$ cat config.mk
export PLATFORM = sky130hd
export DESIGN_NAME = axi_write_slave_flat
export DESIGN_NICKNAME = d
export VERILOG_FILES = /design/src/rtl/axi_write_slave_if.sv /design/src/rtl/axi_write_slave.sv /design/src/flat_wrapper.sv
export SDC_FILE = /design/constraint.sdc
export NUM_CORES = 1
export LEC_CHECK = 0
export CORE_ASPECT_RATIO = 1.25
export CORE_MARGIN = 2
export CORE_UTILIZATION = 38
export DETAILED_ROUTE_END_ITERATION = 6
export GPL_TIMING_DRIVEN = 1
export PLACE_DENSITY_LB_ADDON = 0.25
export REMOVE_ABC_BUFFERS = 1
export SLEW_MARGIN = 40
export SYNTH_ARGS = -nofsm -noshare
export SYNTH_HDL_FRONTEND = slang
export SYNTH_SLANG_ARGS = --single-unit
$ cat constraint.sdc
create_clock -name clk -period 2.5 [get_ports clk]
set_clock_uncertainty 0.1 [all_clocks]
set_input_delay 0.75 -clock clk [delete_from_list [all_inputs] [get_ports clk]]
set_output_delay 0.75 -clock clk [all_outputs]
set_load 0.005 [all_outputs]
$ cat src/rtl/axi_write_slave_if.sv
// axi_write_slave_if: AXI3 AW/W/B channels plus the RAM write port of axi_write_slave.
interface axi_write_slave_if #(
  parameter int ID_W = 4,
  parameter int ADDR_W = 32
);
  logic [ID_W-1:0]   awid;
  logic [ADDR_W-1:0] awaddr;
  logic [3:0]        awlen;
  logic [2:0]        awsize;
  logic [1:0]        awburst;
  logic [1:0]        awlock;
  logic [3:0]        awcache;
  logic [2:0]        awprot;
  logic              awvalid;
  logic              awready;
  logic [ID_W-1:0]   wid;
  logic [31:0]       wdata;
  logic [3:0]        wstrb;
  logic              wlast;
  logic              wvalid;
  logic              wready;
  logic [ID_W-1:0]   bid;
  logic [1:0]        bresp;
  logic              bvalid;
  logic              bready;
  logic              ram_we;
  logic [ADDR_W-1:0] ram_addr;
  logic [31:0]       ram_wdata;
  logic [3:0]        ram_sel;
  modport slave (
    input  awid, awaddr, awlen, awsize, awburst, awlock, awcache, awprot, awvalid,
    input  wid, wdata, wstrb, wlast, wvalid, bready,
    output awready, wready, bid, bresp, bvalid, ram_we, ram_addr, ram_wdata, ram_sel
  );
  modport master (
    output awid, awaddr, awlen, awsize, awburst, awlock, awcache, awprot, awvalid,
    output wid, wdata, wstrb, wlast, wvalid, bready,
    input  awready, wready, bid, bresp, bvalid, ram_we, ram_addr, ram_wdata, ram_sel
  );
endinterface

$ cat src/rtl/axi_write_slave.sv
// axi_write_slave: single-outstanding AXI3 write responder driving a one-cycle RAM write port.
// Define AXI_WR_SLAVE_ERR_CHECK_EN to enable awsize/wid/wlast checking with SLVERR responses.
module axi_write_slave #(
  parameter int ID_W = 4,
  parameter int ADDR_W = 32
) (
  input logic clk,
  input logic reset,
  axi_write_slave_if.slave bus
);
  typedef enum logic [1:0] {IDLE, DATA, RESP} state_t;
  state_t            state_q;
  logic [ID_W-1:0]   id_q;
  logic [ADDR_W-1:0] addr_q, addr_d;
  logic [3:0]        len_q, cnt_q, cnt_d;
  logic [1:0]        burst_q;
  logic              err_q, aw_err, beat_err, aw_hs, w_hs, b_hs, last;
  logic              unused_ign;
  assign bus.awready = state_q == IDLE && !reset;
  assign bus.wready  = state_q == DATA && !reset;
  assign bus.bvalid  = state_q == RESP && !reset;
  assign aw_hs = bus.awvalid && bus.awready;
  assign w_hs  = bus.wvalid && bus.wready;
  assign b_hs  = bus.bvalid && bus.bready;
  assign last  = cnt_q == len_q;
  // WRAP bursts advance like INCR; only FIXED holds the address
  assign addr_d = burst_q == 2'b00 ? addr_q : addr_q + ADDR_W'(4);
  assign cnt_d  = last ? cnt_q : cnt_q + 4'd1;
`ifdef AXI_WR_SLAVE_ERR_CHECK_EN
  assign aw_err    = bus.awsize != 3'b010;
  assign beat_err  = bus.wid != id_q || bus.wlast != last;
  assign bus.bresp = {err_q, 1'b0};
`else
  logic unused_chk;
  assign aw_err     = 1'b0;
  assign beat_err   = 1'b0;
  assign bus.bresp  = 2'b00;
  assign unused_chk = ^{bus.awsize, bus.wid, bus.wlast, err_q};
`endif
  assign unused_ign    = ^{bus.awlock, bus.awcache, bus.awprot};
  assign bus.ram_we    = w_hs && !(err_q || beat_err);
  assign bus.ram_addr  = {addr_q[ADDR_W-1:2], 2'b00};
  assign bus.ram_wdata = bus.wdata;
  assign bus.ram_sel   = bus.wstrb;
  assign bus.bid       = id_q;
  always_ff @(posedge clk) begin
    if (reset) begin
      state_q <= IDLE;
      id_q    <= '0;
      addr_q  <= '0;
      len_q   <= '0;
      burst_q <= '0;
      cnt_q   <= '0;
      err_q   <= 1'b0;
    end else begin
      if (aw_hs) begin
        state_q <= DATA;
        id_q    <= bus.awid;
        addr_q  <= bus.awaddr;
        len_q   <= bus.awlen;
        burst_q <= bus.awburst;
        cnt_q   <= '0;
        err_q   <= aw_err;
      end
      if (w_hs) begin
        addr_q  <= addr_d;
        cnt_q   <= cnt_d;
        err_q   <= err_q || beat_err;
        state_q <= last ? RESP : DATA;
      end
      if (b_hs) state_q <= IDLE;
    end
  end
endmodule
$ cat src/flat_wrapper.sv
// flat-port wrapper written by rule: the top's interface ports become plain ports
module axi_write_slave_flat 
#(
  parameter int ID_W = 4,
  parameter int ADDR_W = 32
)
  (clk, reset, bus_awid, bus_awaddr, bus_awlen, bus_awsize, bus_awburst, bus_awlock, bus_awcache, bus_awprot, bus_awvalid, bus_wid, bus_wdata, bus_wstrb, bus_wlast, bus_wvalid, bus_bready, bus_awready, bus_wready, bus_bid, bus_bresp, bus_bvalid, bus_ram_we, bus_ram_addr, bus_ram_wdata, bus_ram_sel);
  axi_write_slave_if #(.ID_W(ID_W), .ADDR_W(ADDR_W)) bus_i ();
  input logic clk;
  input logic reset;
  input wire logic [$bits(bus_i.awid)-1:0] bus_awid;
  input wire logic [$bits(bus_i.awaddr)-1:0] bus_awaddr;
  input wire logic [$bits(bus_i.awlen)-1:0] bus_awlen;
  input wire logic [$bits(bus_i.awsize)-1:0] bus_awsize;
  input wire logic [$bits(bus_i.awburst)-1:0] bus_awburst;
  input wire logic [$bits(bus_i.awlock)-1:0] bus_awlock;
  input wire logic [$bits(bus_i.awcache)-1:0] bus_awcache;
  input wire logic [$bits(bus_i.awprot)-1:0] bus_awprot;
  input wire logic [$bits(bus_i.awvalid)-1:0] bus_awvalid;
  input wire logic [$bits(bus_i.wid)-1:0] bus_wid;
  input wire logic [$bits(bus_i.wdata)-1:0] bus_wdata;
  input wire logic [$bits(bus_i.wstrb)-1:0] bus_wstrb;
  input wire logic [$bits(bus_i.wlast)-1:0] bus_wlast;
  input wire logic [$bits(bus_i.wvalid)-1:0] bus_wvalid;
  input wire logic [$bits(bus_i.bready)-1:0] bus_bready;
  output wire logic [$bits(bus_i.awready)-1:0] bus_awready;
  output wire logic [$bits(bus_i.wready)-1:0] bus_wready;
  output wire logic [$bits(bus_i.bid)-1:0] bus_bid;
  output wire logic [$bits(bus_i.bresp)-1:0] bus_bresp;
  output wire logic [$bits(bus_i.bvalid)-1:0] bus_bvalid;
  output wire logic [$bits(bus_i.ram_we)-1:0] bus_ram_we;
  output wire logic [$bits(bus_i.ram_addr)-1:0] bus_ram_addr;
  output wire logic [$bits(bus_i.ram_wdata)-1:0] bus_ram_wdata;
  output wire logic [$bits(bus_i.ram_sel)-1:0] bus_ram_sel;
  assign bus_i.awid = bus_awid;
  assign bus_i.awaddr = bus_awaddr;
  assign bus_i.awlen = bus_awlen;
  assign bus_i.awsize = bus_awsize;
  assign bus_i.awburst = bus_awburst;
  assign bus_i.awlock = bus_awlock;
  assign bus_i.awcache = bus_awcache;
  assign bus_i.awprot = bus_awprot;
  assign bus_i.awvalid = bus_awvalid;
  assign bus_i.wid = bus_wid;
  assign bus_i.wdata = bus_wdata;
  assign bus_i.wstrb = bus_wstrb;
  assign bus_i.wlast = bus_wlast;
  assign bus_i.wvalid = bus_wvalid;
  assign bus_i.bready = bus_bready;
  assign bus_awready = bus_i.awready;
  assign bus_wready = bus_i.wready;
  assign bus_bid = bus_i.bid;
  assign bus_bresp = bus_i.bresp;
  assign bus_bvalid = bus_i.bvalid;
  assign bus_ram_we = bus_i.ram_we;
  assign bus_ram_addr = bus_i.ram_addr;
  assign bus_ram_wdata = bus_i.ram_wdata;
  assign bus_ram_sel = bus_i.ram_sel;
  axi_write_slave #(.ID_W(ID_W), .ADDR_W(ADDR_W)) u_core (.clk(clk), .reset(reset), .bus(bus_i));
endmodule
==> results of run 1 <==
## per-layer routing
| layer | GRT usage, % | wire length (µm) |
|---|---|---|
| met5 | 6.67 | 42 |
| met1 | 27.2 | 4120 |
| met2 | 34.8 | 4710 |
| met4 | 5.99 | 114 |
| met3 | 13.1 | 1270 |
## layout make-up
class | count | area [µm²]
Clock buffer | 5 | 68.8
Clock inverter | 3 | 21.3
Fill cell | 764 | 3810
Inverter | 10 | 37.5
Multi-Input combinational cell | 274 | 1700
Sequential cell | 46 | 922
Tap cell | 95 | 119
Timing Repair Buffer | 116 | 1070
## kinds of logic (layout without fill, tap and decap cells)
| kind of cell | count (synthesis) | count (layout) |
|---|---|---|
| DFF | 46 | 46 |
| and+or+nand+nor | 155 | 155 |
| other | 1 | 4 |
| buffers and inverters | 73 | 134 |
| muxes | 14 | 14 |
| adders and majority gates | 2 | 2 |
| AOI/OAI and AO/OA | 93 | 93 |
| xor gates and xnor gates | 6 | 6 |
## worst register-to-register path: stages, from the launching register on
cell     delay (ns)
dfxtp_1        0.35
ha_1           0.20
nand3_1        0.18
or3_4          0.51
nor4_1         0.38
mux2i_1        0.13
a221o_1        0.26
## worst max-delay path by stage
stage | startpoint | slack, ns | to | cells past startpoint
floorplan | bus_awvalid | -1.28 | u_core.addr_q[31] | 5
global placement | bus_wvalid | -0.33 | bus_ram_we | 4
detailed placement | bus_wvalid | -0.34 | bus_ram_we | 4
CTS | reset | 0.01 | bus_bvalid | 3
global route | reset | 0.007 | bus_bvalid | 3
finish | reset | 0.05 | bus_bvalid | 3
## metrics by stage
| stage | instance area (µm²) | hold slack [ns] | instances | setup WS, ns |
|---|---|---|---|---|
| after CTS | 3920 | 0.361 | 548 | 0.0144 |
| after floorplan | 2630 | 0.338 | 330 | -1.28 |
| final | 3940 | 0.361 | 549 | 0.0467 |
| after detailed placement | 3820 | 0.348 | 539 | -0.341 |
| after global placement | 3820 | 0.344 | 539 | -0.333 |
| after global routing | 3940 | 0.376 | 549 | 0.00749 |
## state kept, by name, summed over array words and instances, names as in the netlist
register / count
u_core.len_q: 4
u_core.bus.bid: 4
u_core.state_q: 2
u_core.addr_q: 30
u_core.cnt_q: 4
u_core.burst_q: 2
## timing repair
action,CTS,global route
endpoints found under the hold margin,0,0
buffers inserted,3,1
cloned,0,0
endpoints found under the setup margin,4,6
resized for setup,9,2
## power groups by stage
stage	clock network, mW	logic (mW)	registers [mW]
2_1_floorplan	0	0.149	0.852
3_3_place_gp	0	0.403	0.856
3_5_place_dp	0	0.409	0.858
4_1_cts	0.488	0.409	0.840
5_1_grt	0.511	0.446	0.852
6_report	0.482	0.409	0.842
## placed cells by master (no fill, tap or decap), types with 4 or more instances in the layout
cell,n
mux2i_1,13
nor3_1,19
nand3_1,15
nor4_1,9
a211oi_1,4
a21oi_1,30
xor2_1,4
nand2_1,54
conb_1,4
buf_4,33
o21ai_0,11
dfxtp_1,45
inv_1,9
clkdlybuf4s50_1,77
a22oi_1,7
a2bb2oi_1,5
clkbuf_8,5
o22ai_1,8
nor2_1,24
==> results.cfg, run 1 <==
[critical_path]
cp_max_fo = 5
crit_path_start_kind = input pin
reg2reg_to = u_core.addr_q[18]
critPathArrivalTime_ns = 1.60
end_kind = output port
worst-r2r-setup-slack_ns = 0.29
slowest_stage = clkdlybuf4s50_1
cp_num_buf_inv = 2
r2r_start = u_core.addr_q[2]
reg2reg_depth = 6
worstPathCellList = buf_2, nor3_1, clkdlybuf4s50_1
crit_family = buffers and inverters
cp.required_ns = 1.65
crit_type = in2out
cpPeakStageDelay_ns = 0.54

[global_route]
grt_first_pass_wirelength_um = 15800
grt_pass1_vias = 2876
grt_overflow_total = 0
grt_antenna_before_repair = 0
grt_usage_pct = 22.9
grt_max_degree = 35

[pwr]
clockPowerShare_pct = 27.8
max-vdd-ir-drop_v = 0.000258
p_sw_share_pct = 30.2
p_leak_nw = 1.40
p_switching_uw = 523
p_comb_share_pct = 23.6
pwr_density_cell_mw_per_mm2 = 440
total_power_mw = 1.73
power_frac_seq_pct = 48.6
internal_power_mw = 1.21

[yosys]
synthTopCellsByCount = 54 x nand2_1, 46 x dfxtp_1, 40 x buf_4
synth_edf_count = 0
synth.area.top_cells = dfxtp_1 31%, buf_4 10%, nand2_1 6.7%
synth-xor-area-share_pct = 1.74
synth_top_area_share_pct = 30.6
synth_compound_area_share_pct = 20.3
synth_top_area_cell = dfxtp_1
yosys_warnings = 0
ys_ff_latch = 46
synth.most_common_cell = nand2_1
ys_seq_area_share_pct = 30.6
synth.cell_area_mm2 = 0.00301
ys_types = 64
ys.flop_type = dfxtp_1
synthCells = 390
synth_top_family_by_area = simple AND/OR/NAND/NOR gates
yosys.area_share.simple_pct = 27.5
yosys.area_share.adder_pct = 0.830
synthArstFlopShare_pct = 0
synth.avg_cell_area_um2 = 7.73
synthMuxAreaShare_pct = 4.69

[drt]
detail_route.wl_per_cell_um = 18.7
drt_wl_total_um = 10300
drt-vias-per-instance = 5.61
remaining_drc_errors = 0
drtAntennaViolNets = 0
dr_total_vias = 3080
firstDrtPassIters = 4
drt-initial-drc-count = 197

[floorplan]
die_x_um = 83.7
rows = 36
die_y_um = 104
start_util_pct = 38.9
fp.coreArea_mm2 = 0.00775
die_area_mm2 = 0.00867
ios = 178

[timing]
finalHoldViolCount = 0
setup_viol = 0
slew_viol_final = 0
rsz0062_at_grt = no
finalCritPeriodShare_pct = 98.1
fmax_ghz = 0.408
final.setup.tns_ns = 0
finalCriticalPeriod_ns = 2.45

[clocking]
cts_buffers = 5
clk_pin_slew_worst_paths_ns = 0.09
clock_sink_count = 46
clockRootBuffer = clkbuf_8
clk_latency_ns = 0.30
cts_hold_buf = 0
cts_htree_levels = 2
tritoncts = built
cts_max_path_buffers = 2

[min_path]
holdPathStages = 2
hp-class = reg2reg
min-delay-start = u_core.bus.bid[1]
hold_end = u_core.bus.bid[1]

[run_status]
status = complete, no violations

[placement]
hpwl_um = 7920
port_buffers = 82
place_congestion = 0.922

[cells_and_area]
fin_nets = 555
area_growth_pct = 30.6
final_util_pct = 50.8
drive_gt1_share_pct = 13.7
diodes = 0

[run]
drv_cap = 0
Note: power is estimated with default switching activity, not from simulation.
==> inputs of run 2 (changes only) <==
--- a/config.mk
+++ b/config.mk
@@ -10,6 +10,7 @@
 export CORE_UTILIZATION = 38
 export DETAILED_ROUTE_END_ITERATION = 6
 export GPL_TIMING_DRIVEN = 1
+export HOLD_SLACK_MARGIN = 0.03
 export PLACE_DENSITY_LB_ADDON = 0.25
 export REMOVE_ABC_BUFFERS = 1
 export SLEW_MARGIN = 40
==> results of run 2 <==
Same layout as run 1: the final DEF is identical, and so are final timing and power.
==> inputs of run 3 (changes only) <==
--- a/config.mk
+++ b/config.mk
@@ -8,6 +8,7 @@
 export CORE_ASPECT_RATIO = 1.25
 export CORE_MARGIN = 2
 export CORE_UTILIZATION = 38
+export CTS_CLUSTER_SIZE = 40
 export DETAILED_ROUTE_END_ITERATION = 6
 export GPL_TIMING_DRIVEN = 1
 export HOLD_SLACK_MARGIN = 0.03
==> results of run 3 <==
Same layout as run 1: the final DEF is identical, and so are final timing and power.
